[src/rtl/irq_timer_ctrl_if.sv]
// Core load/store register-access bus into irq_timer_ctrl; reads combinational, writes on clk edge.
// No backpressure: every strobe completes in its own cycle.
interface irq_timer_ctrl_if #(
    parameter int TIMER_W = 32
);
    logic               bus_sel_i;
    logic               bus_we_i;
    logic [3:0]         bus_addr_i;
    logic [TIMER_W-1:0] bus_wdata_i;
    logic [TIMER_W-1:0] bus_rdata_o;

    modport master (
        output bus_sel_i, bus_we_i, bus_addr_i, bus_wdata_i,
        input  bus_rdata_o
    );

    modport slave (
        input  bus_sel_i, bus_we_i, bus_addr_i, bus_wdata_i,
        output bus_rdata_o
    );
endinterface

[src/rtl/irq_timer_ctrl.sv]
// MEIP/MTIP source: ext-line sync + edge latch, prescaled mtime/mtimecmp; 1-cycle registered irq output.
// No backpressure; IRQ_EXT_LEVEL_EN makes the external path level-sensitive instead of edge-latched.
module irq_timer_ctrl #(
    parameter int SYNC_STAGES = 2,
    parameter int TIMER_W     = 32,
    parameter int PRESCALE    = 1
) (
    input  logic                 clk,
    input  logic                 reset,
    input  logic                 ext_irq_i,
    irq_timer_ctrl_if.slave      bus,
    input  logic [1:0]           intr_ack_i,
    output logic [1:0]           interrupt
);
    localparam int PW = (PRESCALE > 1) ? $clog2(PRESCALE) : 1;

    logic [SYNC_STAGES-1:0] sync_q;
    logic                   ext_sync;
    logic                   ext_pend;
    logic                   timer_pend;
    logic [TIMER_W-1:0]     mtime;
    logic [TIMER_W-1:0]     mtimecmp;
    logic [1:0]             ie;
    logic [PW-1:0]          pre_cnt;
    logic                   tick;
    logic                   wr_en;
    logic                   wr_mtime;
    logic                   wr_mtimecmp;
    logic                   wr_ie;
    logic                   wr_pend;

    assign wr_en       = bus.bus_sel_i & bus.bus_we_i;
    assign wr_mtime    = wr_en & (bus.bus_addr_i[3:2] == 2'd0);
    assign wr_mtimecmp = wr_en & (bus.bus_addr_i[3:2] == 2'd1);
    assign wr_ie       = wr_en & (bus.bus_addr_i[3:2] == 2'd2);
    assign wr_pend     = wr_en & (bus.bus_addr_i[3:2] == 2'd3);

    assign ext_sync   = sync_q[SYNC_STAGES-1];
    assign tick       = (pre_cnt == PW'(PRESCALE - 1));
    assign timer_pend = (mtime >= mtimecmp);

    always_ff @(posedge clk or negedge reset) begin
        if (!reset) begin
            sync_q <= '0;
        end else begin
            sync_q <= {sync_q[SYNC_STAGES-2:0], ext_irq_i};
        end
    end

`ifdef IRQ_EXT_LEVEL_EN
    assign ext_pend = ext_sync;

    logic unused_level;
    assign unused_level = ^{intr_ack_i, wr_pend};
`else
    logic hist_q;
    logic ext_rise;
    logic ext_clr;

    assign ext_rise = ext_sync & ~hist_q;
    assign ext_clr  = (wr_pend & bus.bus_wdata_i[0]) | intr_ack_i[0];

    // A new edge in the same cycle as a clear must not be lost, so set dominates.
    always_ff @(posedge clk or negedge reset) begin
        if (!reset) begin
            hist_q   <= 1'b0;
            ext_pend <= 1'b0;
        end else begin
            hist_q   <= ext_sync;
            ext_pend <= ext_rise | (ext_pend & ~ext_clr);
        end
    end

    logic unused_edge;
    assign unused_edge = intr_ack_i[1];
`endif

    // Bus write to MTIME overrides the increment; the prescaler keeps running regardless.
    always_ff @(posedge clk or negedge reset) begin
        if (!reset) begin
            pre_cnt  <= '0;
            mtime    <= '0;
            mtimecmp <= '1;
            ie       <= 2'b00;
        end else begin
            pre_cnt <= tick ? '0 : pre_cnt + 1'b1;
            if (wr_mtime) begin
                mtime <= bus.bus_wdata_i;
            end else if (tick) begin
                mtime <= mtime + 1'b1;
            end
            if (wr_mtimecmp) begin
                mtimecmp <= bus.bus_wdata_i;
            end
            if (wr_ie) begin
                ie <= bus.bus_wdata_i[1:0];
            end
        end
    end

    always_ff @(posedge clk or negedge reset) begin
        if (!reset) begin
            interrupt <= 2'b00;
        end else begin
            interrupt <= {timer_pend & ie[1], ext_pend & ie[0]};
        end
    end

    always_comb begin
        bus.bus_rdata_o = '0;
        if (bus.bus_sel_i) begin
            case (bus.bus_addr_i[3:2])
                2'd0:    bus.bus_rdata_o = mtime;
                2'd1:    bus.bus_rdata_o = mtimecmp;
                2'd2:    bus.bus_rdata_o[1:0] = ie;
                default: bus.bus_rdata_o[1:0] = {timer_pend, ext_pend};
            endcase
        end
    end

    logic unused_addr;
    assign unused_addr = ^bus.bus_addr_i[1:0];
endmodule

[src/flat_wrapper.sv]
// flat-port wrapper written by rule: the top's interface ports become plain ports
module irq_timer_ctrl_flat 
#(
    parameter int SYNC_STAGES = 2,
    parameter int TIMER_W     = 32,
    parameter int PRESCALE    = 1
)
  (clk, reset, ext_irq_i, intr_ack_i, interrupt, bus_bus_sel_i, bus_bus_we_i, bus_bus_addr_i, bus_bus_wdata_i, bus_bus_rdata_o);
  irq_timer_ctrl_if #(.TIMER_W(TIMER_W)) bus_i ();
  input  logic clk;
  input  logic reset;
  input  logic ext_irq_i;
  input  logic [1:0] intr_ack_i;
  output logic [1:0] interrupt;
  input wire logic [$bits(bus_i.bus_sel_i)-1:0] bus_bus_sel_i;
  input wire logic [$bits(bus_i.bus_we_i)-1:0] bus_bus_we_i;
  input wire logic [$bits(bus_i.bus_addr_i)-1:0] bus_bus_addr_i;
  input wire logic [$bits(bus_i.bus_wdata_i)-1:0] bus_bus_wdata_i;
  output wire logic [$bits(bus_i.bus_rdata_o)-1:0] bus_bus_rdata_o;
  assign bus_i.bus_sel_i = bus_bus_sel_i;
  assign bus_i.bus_we_i = bus_bus_we_i;
  assign bus_i.bus_addr_i = bus_bus_addr_i;
  assign bus_i.bus_wdata_i = bus_bus_wdata_i;
  assign bus_bus_rdata_o = bus_i.bus_rdata_o;
  irq_timer_ctrl #(.SYNC_STAGES(SYNC_STAGES), .TIMER_W(TIMER_W), .PRESCALE(PRESCALE)) u_core (.clk(clk), .reset(reset), .ext_irq_i(ext_irq_i), .bus(bus_i), .intr_ack_i(intr_ack_i), .interrupt(interrupt));
endmodule
[config.mk]
export PLATFORM = sky130hd
export DESIGN_NAME = irq_timer_ctrl_flat
export DESIGN_NICKNAME = d
export VERILOG_FILES = /design/src/rtl/irq_timer_ctrl_if.sv /design/src/rtl/irq_timer_ctrl.sv /design/src/flat_wrapper.sv
export SDC_FILE = /design/constraint.sdc
export NUM_CORES = 1
export LEC_CHECK = 0
export BUFFER_PORTS_ARGS = -buffer_cell sky130_fd_sc_hd__buf_2
export CAP_MARGIN = 20
export CORE_UTILIZATION = 50
export DETAILED_ROUTE_END_ITERATION = 16
export GPL_ROUTABILITY_DRIVEN = 0
export PLACE_DENSITY = 0.75
export SKIP_LAST_GASP = 1
export SLEW_MARGIN = 15
export SYNTH_ARGS = -nofsm -noshare
export SYNTH_HDL_FRONTEND = slang
export SYNTH_SLANG_ARGS = --single-unit
[constraint.sdc]
create_clock -name clk -period 1.9 [get_ports clk]
set_clock_uncertainty 0.1 [all_clocks]
set_input_delay 0.285 -clock clk [delete_from_list [all_inputs] [get_ports clk]]
set_output_delay 0.285 -clock clk [all_outputs]
set_load 0.005 [all_outputs]
## After elaboration in Yosys (flattened, before gate mapping)

Index checks and enable logic that the tools add are counted.

| word-level totals | value |
|---|---|
| flip-flop bits (word level) | 73 |
| bits in latches | 0 |
| RAM bits | 0 |
| memory bits (read-only) | 0 |
| output and inout port bits | 34 |
| logic and storage cells | 36 |
| memories | 0 |

| cells by class | value |
|---|---|
| add/subtract/negate cells | 2 |
| multiply operators | 0 |
| div/mod/pow operators | 0 |
| order comparisons | 1 |
| equality and inequality tests | 4 |
| shift operators | 0 |
| multiplexer cells | 6 |
| bitwise gates (word level) | 14 |
| reduce and logical (&&, ||, !) cells | 1 |

Operators with widths:

| cell | count |
|---|---|
| $mux W32 | 3 |
| $pmux W30 S2 | 1 |
| $add A32 B1 Y32 const B | 1 |
| $ge A32 B32 Y1 | 1 |
| $and A1 B1 Y1 | 10 |
| $pmux W2 S3 | 1 |
| $eq A2 B2 Y1 const B | 2 |
| $eq A2 B1 Y1 const B | 1 |
| $logic_not A2 Y1 | 1 |
| $ne A2 B2 Y1 const B | 1 |
| $not A1 Y1 | 2 |
| $or A1 B1 Y1 | 2 |
| $add A1 B1 Y1 const B | 1 |
| $mux W1 | 1 |

## Longest topological paths before layout

| logic depth | value |
|---|---|
| depth in word-level cells | 7 |
| gate-level depth with buffers | 8 |

## Least setup slack after synthesis

Ideal clock, no wire load.

| timing | value |
|---|---|
| kind | register to output |
| start | register u_core.mtimecmp[15] |
| end | output bus_bus_rdata_o[1] |
| arrival time | 1.702 ns |
| required time | 1.515 ns |
| path slack | -0.187 ns |
| stages on the path, launching flop included | 9 |
| buffers on the path | 0 |
| cells stage by stage | dfstp_2 -> inv_1 -> ha_1 -> nand4_1 -> nor3_1 -> o311ai_0 -> o211ai_1 -> a21oi_1 -> a31oi_1 |

| on the way | value |
|---|---|
| longest elaborated chain between the ends | 3 |

RTL lines:

| element | RTL line | text |
|---|---|---|
| start, declared | irq_timer_ctrl.sv:22 | `logic [TIMER_W-1:0] mtimecmp;` |
| start signal, assigned | irq_timer_ctrl.sv:93 | `mtimecmp <= bus.bus_wdata_i;` |
| $ge A32 B32 Y1 | irq_timer_ctrl.sv:40 | `assign timer_pend = (mtime >= mtimecmp);` |
| $pmux W2 S3 | irq_timer_ctrl.sv:112 | `case (bus.bus_addr_i[3:2])` |
| $mux W32 | irq_timer_ctrl.sv:111 | `if (bus.bus_sel_i) begin` |
| end, declared | flat_wrapper.sv:19 | `output wire logic [$bits(bus_i.bus_rdata_o)-1:0] bus_bus_rdata_o;` |

Every way passes these cells.

## Worst setup path in the final report

| timing | value |
|---|---|
| start | register u_core.mtimecmp[17] |
| end | output bus_bus_rdata_o[1] |

Same word-level chain as after synthesis.

==> impl.org <==
** STA
- Count of final max-slew check failures :: 0
- Setup violators final :: 5
- Minimum hold slack :: approximately 0.057 ns
- The number of hold-slack violations in the final timing report was 0.
- The routed design could run at a clock period as short as ~2.7 ns.
- Worst slew pin tran :: slightly below 0.4 ns
- Setup Total Neg Slack :: -1.098 ns
- Derived from the worst setup path, the maximum achievable clock frequency is between 300 and 400 MHz.
- Setup repair after global routing could not meet its margin everywhere.
- Post-route clock period utilization :: 140.5%
- Across all setup checks in the final design, the least slack found is -0.7688 ns.
- The worst pin sits at a relative slew slack of between 70% and 80%.

** Global routing
- Largest net degree at the start of global routing :: 73
- The initial antenna violation count was 0.
- Global-route total usage across every layer :: 24.81%
- The first global-routing pass estimated 18,570 µm of wire.
- Global routing finished with a remaining overflow of 0.
- The number of global-route vias before repair was around 3.9k.

** Logic synthesis
- Number of distinct standard cells referenced by the synthesized netlist :: 38
- Sequential-to-total area share from yosys stat :: roughly 41%
- Syn avg cell area :: roughly 10 µm²
- Cells after synthesis :: around 460
- In this run, synthesis produced a sequential element count of 72.
- Synthesis produced a netlist with a net count of 538.
- Summing every instance area after synthesis gives approximately 4500 µm².
- Yosys warning count :: 0

** Power
- Cell-internal power :: slightly above 0.004 W
- Total power per unit cell area :: around 1000 nW/µm²
- Overall power after layout :: approximately 0.0063 W
- Sequential cell fraction of total power :: a little over a third
- Net switching component of the power :: approximately 0.0022 W
- Leakage :: between 2 and 3 nW
- Across the VDD grid, the largest voltage drop is around 0.00051 V.
- The clock network is responsible for around 17% of the overall power.
- Combinational cells account for a little under half of the total power.
- Net switching is between 30% and 40% of the power.

** Worst setup path
- The cell family contributing the most delay on the critical path is compound AO/OA/AOI/OAI gates.
- Critical Path RT :: roughly 1.5 ns
- For this design, the slowest cell found on the critical path is sky130_fd_sc_hd__dfstp_2.
- Critical setup path kind :: flop to output port
- Of all nets on the critical path, the largest fanout is 2.
- Buffers & Inverters on Critical Path :: 2
- Critical path, cell by cell :: inv_1 -> ha_1 -> a21oi_1 -> o21ai_1 -> a211oi_2 -> o31ai_2 -> a21oi_2 -> a31oi_1 -> buf_2
- Arr. time, crit path :: ~2.3 ns
- STA classifies the critical path startpoint as a flop.
- On the worst path, the slowest cell contributes a delay of roughly 0.54 ns.
- The worst setup path is captured at an output port.

** Cells and area
- In the final design database the tool counted 690 nets.
- The top cell types in the final layout, fill and taps aside, are sky130_fd_sc_hd__buf_2 (73), sky130_fd_sc_hd__buf_4 (73), sky130_fd_sc_hd__nand2_1 (51).
- The post-route netlist has a little under half of its cells at a drive strength greater than 1.
- Antenna diode count :: 0
- Final instance count without filler cells :: between 700 and 800
- Area Overhead vs Synth :: 35.26%
- Post-route standard cell area excluding fillers :: 6072 µm²

** Floorplanning
- The region available for standard cell placement spans 8721 µm².
- After floorplanning, the core was divided into 34 placement rows.
- Measured along the y axis, the die boundary spans roughly 97 µm.
- Number of top-level design ports :: slightly below 80
- Die W :: 96.76 µm
- For this configuration, the core starts out at a cell density of a little over 50%.
- Die area :: roughly 9400 µm²

** Routing
- DRT Wirelength :: 11,480 µm
- Dividing the detail-routed wire length by the instance count gives between 15 and 20 µm.
- Average vias per placed instance :: 5.329
- In this run the remaining antenna-violating nets after routing total 0.
- Post-route DRC violation count :: 0
- Across all layers, the routed design uses approximately 3.9k vias.
- Initial DRC Count :: 185
- Router iterations before antenna repair :: 5

** CTS
- The cell sitting at the root of the clock tree is a sky130_fd_sc_hd__clkbuf_8.
- TritonCTS clock tree :: built
- Clock latency on the worst-skew pair :: around 0.35 ns
- TritonCTS created 9 clock buffers.
- Clock-pin slew was measured on the worst setup and hold paths at roughly 0.070 ns.
- No sink is reached through more buffers than the 2 on the longest clock path.
- CTS built an H-tree with a depth of 3.
- Clock sink count :: slightly above 70

** Status
- Result of the run :: complete, but fails checks
- The final reports fail on negative setup slack.

** Placement
- Once placement completed, the tool counted placed cells totaling 698.
- Number of input and output port buffers inserted :: 73
- Half-perimeter wire length after detailed placement :: slightly below 8000 µm
- Dpl cell area :: 5509 µm²

** Min path
- The worst hold path belongs to the class input pin to flop.

** Run
- Max-cap violations in this run came to 0.
## timing repair
action | CTS | global route
endpoints found under the setup margin | 9 | 21
hold buffers | 2 | 0
setup buffers | 4 | 8
pin swaps | 9 | 26
resized for setup | 24 | 48
hold endpoints to repair | 41 | 0
## path summary, 6_finish.rpt
check | startpoint | end | slack, ns | depth (start not counted)
max | u_core.mtimecmp[17] | bus_bus_rdata_o[1] | -0.77 | 9
min in group asynchronous | reset | u_core.mtime[21] | 0.40 | 3
min | bus_bus_wdata_i[29] | u_core.mtime[29] | 0.06 | 3
max in group asynchronous | reset | u_core.mtimecmp[1] | 0.95 | 3
min reg2reg | u_core.sync_q[0] | u_core.sync_q[1] | 0.25 | 0
max reg2reg | u_core.mtimecmp[17] | u_core.interrupt[1] | -0.07 | 8
## cells in the mapped netlist
| cell | number | area (µm²) |
|---|---|---|
| sky130_fd_sc_hd__o311ai_0 | 1 | 8.760 |
| sky130_fd_sc_hd__and3_1 | 4 | 25.02 |
| sky130_fd_sc_hd__xor2_1 | 15 | 131.4 |
| sky130_fd_sc_hd__nand3_1 | 11 | 55.05 |
| sky130_fd_sc_hd__inv_1 | 36 | 135.1 |
| sky130_fd_sc_hd__dfrtp_1 | 40 | 1001 |
| sky130_fd_sc_hd__nand2_1 | 54 | 202.7 |
| sky130_fd_sc_hd__mux2i_1 | 31 | 310.3 |
| sky130_fd_sc_hd__buf_2 | 4 | 20.02 |
| sky130_fd_sc_hd__and4_1 | 3 | 26.28 |
| sky130_fd_sc_hd__nor2b_1 | 3 | 18.77 |
| sky130_fd_sc_hd__a211oi_1 | 2 | 15.01 |
| sky130_fd_sc_hd__nand4_4 | 1 | 21.27 |
| sky130_fd_sc_hd__nand4_1 | 6 | 37.54 |
| sky130_fd_sc_hd__mux4_2 | 1 | 22.52 |
| sky130_fd_sc_hd__o211ai_1 | 1 | 7.510 |
| sky130_fd_sc_hd__nor4b_1 | 1 | 8.760 |
| sky130_fd_sc_hd__a21oi_1 | 15 | 75.07 |
| sky130_fd_sc_hd__o21ai_0 | 34 | 170.2 |
| sky130_fd_sc_hd__o21ai_1 | 7 | 35.03 |
| sky130_fd_sc_hd__xnor2_1 | 15 | 131.4 |
| sky130_fd_sc_hd__ha_1 | 33 | 412.9 |
| sky130_fd_sc_hd__buf_1 | 2 | 7.510 |
| sky130_fd_sc_hd__nand4b_1 | 1 | 8.760 |
| sky130_fd_sc_hd__and2_1 | 3 | 18.77 |
| sky130_fd_sc_hd__clkbuf_1 | 11 | 41.29 |
| sky130_fd_sc_hd__nor2_1 | 44 | 165.2 |
| sky130_fd_sc_hd__nand2b_1 | 1 | 6.260 |
| sky130_fd_sc_hd__nand4_2 | 1 | 12.51 |
| sky130_fd_sc_hd__mux2_2 | 35 | 394.1 |
| sky130_fd_sc_hd__o31ai_1 | 1 | 7.510 |
| sky130_fd_sc_hd__a21o_1 | 2 | 15.01 |
| sky130_fd_sc_hd__nor3_1 | 5 | 25.02 |
| sky130_fd_sc_hd__nor3_2 | 2 | 20.02 |
| sky130_fd_sc_hd__dfstp_2 | 32 | 840.8 |
| sky130_fd_sc_hd__nor4_4 | 2 | 42.54 |
| sky130_fd_sc_hd__a31oi_1 | 1 | 6.260 |
| sky130_fd_sc_hd__nand2_2 | 1 | 6.260 |
## flip-flops by register name, summed over array words and instances (netlist names)
name / cells
u_core.mtime: 32
u_core.ext_pend: 1
u_core.sync_q: 2
u_core.interrupt: 2
u_core.mtimecmp: 32
u_core.ie: 2
u_core.hist_q: 1
## final cells by class
cell class                      instances  area, µm²
Sequential cell                        72       1842
Multi-Input combinational cell        337       2720
Tap cell                              108      135.1
Clock inverter                          1      5.005
Fill cell                             620       2649
Clock buffer                           14      162.7
Inverter                               36      135.1
Timing Repair Buffer                  158       1072
## stage by stage
step / setup slack, ns / util [%]
after global routing: -0.8618 / 69.63
final: -0.7688 / 69.63
after floorplan: -0.05078 / -
after global placement: -0.4758 / 63.17
after CTS: -0.7419 / 67.09
after detailed placement: -0.4529 / 63.17
## layer usage
metal | track usage (%) | vias to the layer above | part of all wire (%) | routed length [µm]
met1 | 33.55 | 1847 | 44 | 5043
li1 | - | 1884 | - | -
met3 | 3.396 | 29 | 3.9 | 453
met5 | 0 | - | 0 | 0
met4 | 13.55 | 0 | 3.3 | 384
met2 | 38.62 | 109 | 49 | 5597
## cell families (layout without fill, tap and decap cells)
logic type,count (synthesis),in the layout,share of synthesized area [%]
DFF,72,72,41.03
muxes,67,67,16.19
and+or+nand+nor,143,143,15.61
buffers and inverters,53,209,4.543
adders and majority gates,33,33,9.197
xor gates and xnor gates,30,30,5.853
AOI/OAI and AO/OA,64,64,7.581
## worst register-to-register path: cells and delay by family, from the launching register on
family          cells  cell delay (ns)
flops               1             0.54
fa+ha+maj           1             0.31
buf+inv             1             0.05
compound gates      5             0.80
simple gates        1             0.07
## power by group through the flow
stage | combinational (W) | clock (W) | sequential, W
2_1_floorplan | 0.00127 | 0 | 0.00236
3_3_place_gp | 0.00234 | 0 | 0.00225
3_5_place_dp | 0.00242 | 0 | 0.00228
4_1_cts | 0.00263 | 0.00111 | 0.00227
5_1_grt | 0.00323 | 0.00117 | 0.00232
6_report | 0.00291 | 0.00108 | 0.00228
Note: power is estimated with default switching activity, not from simulation.
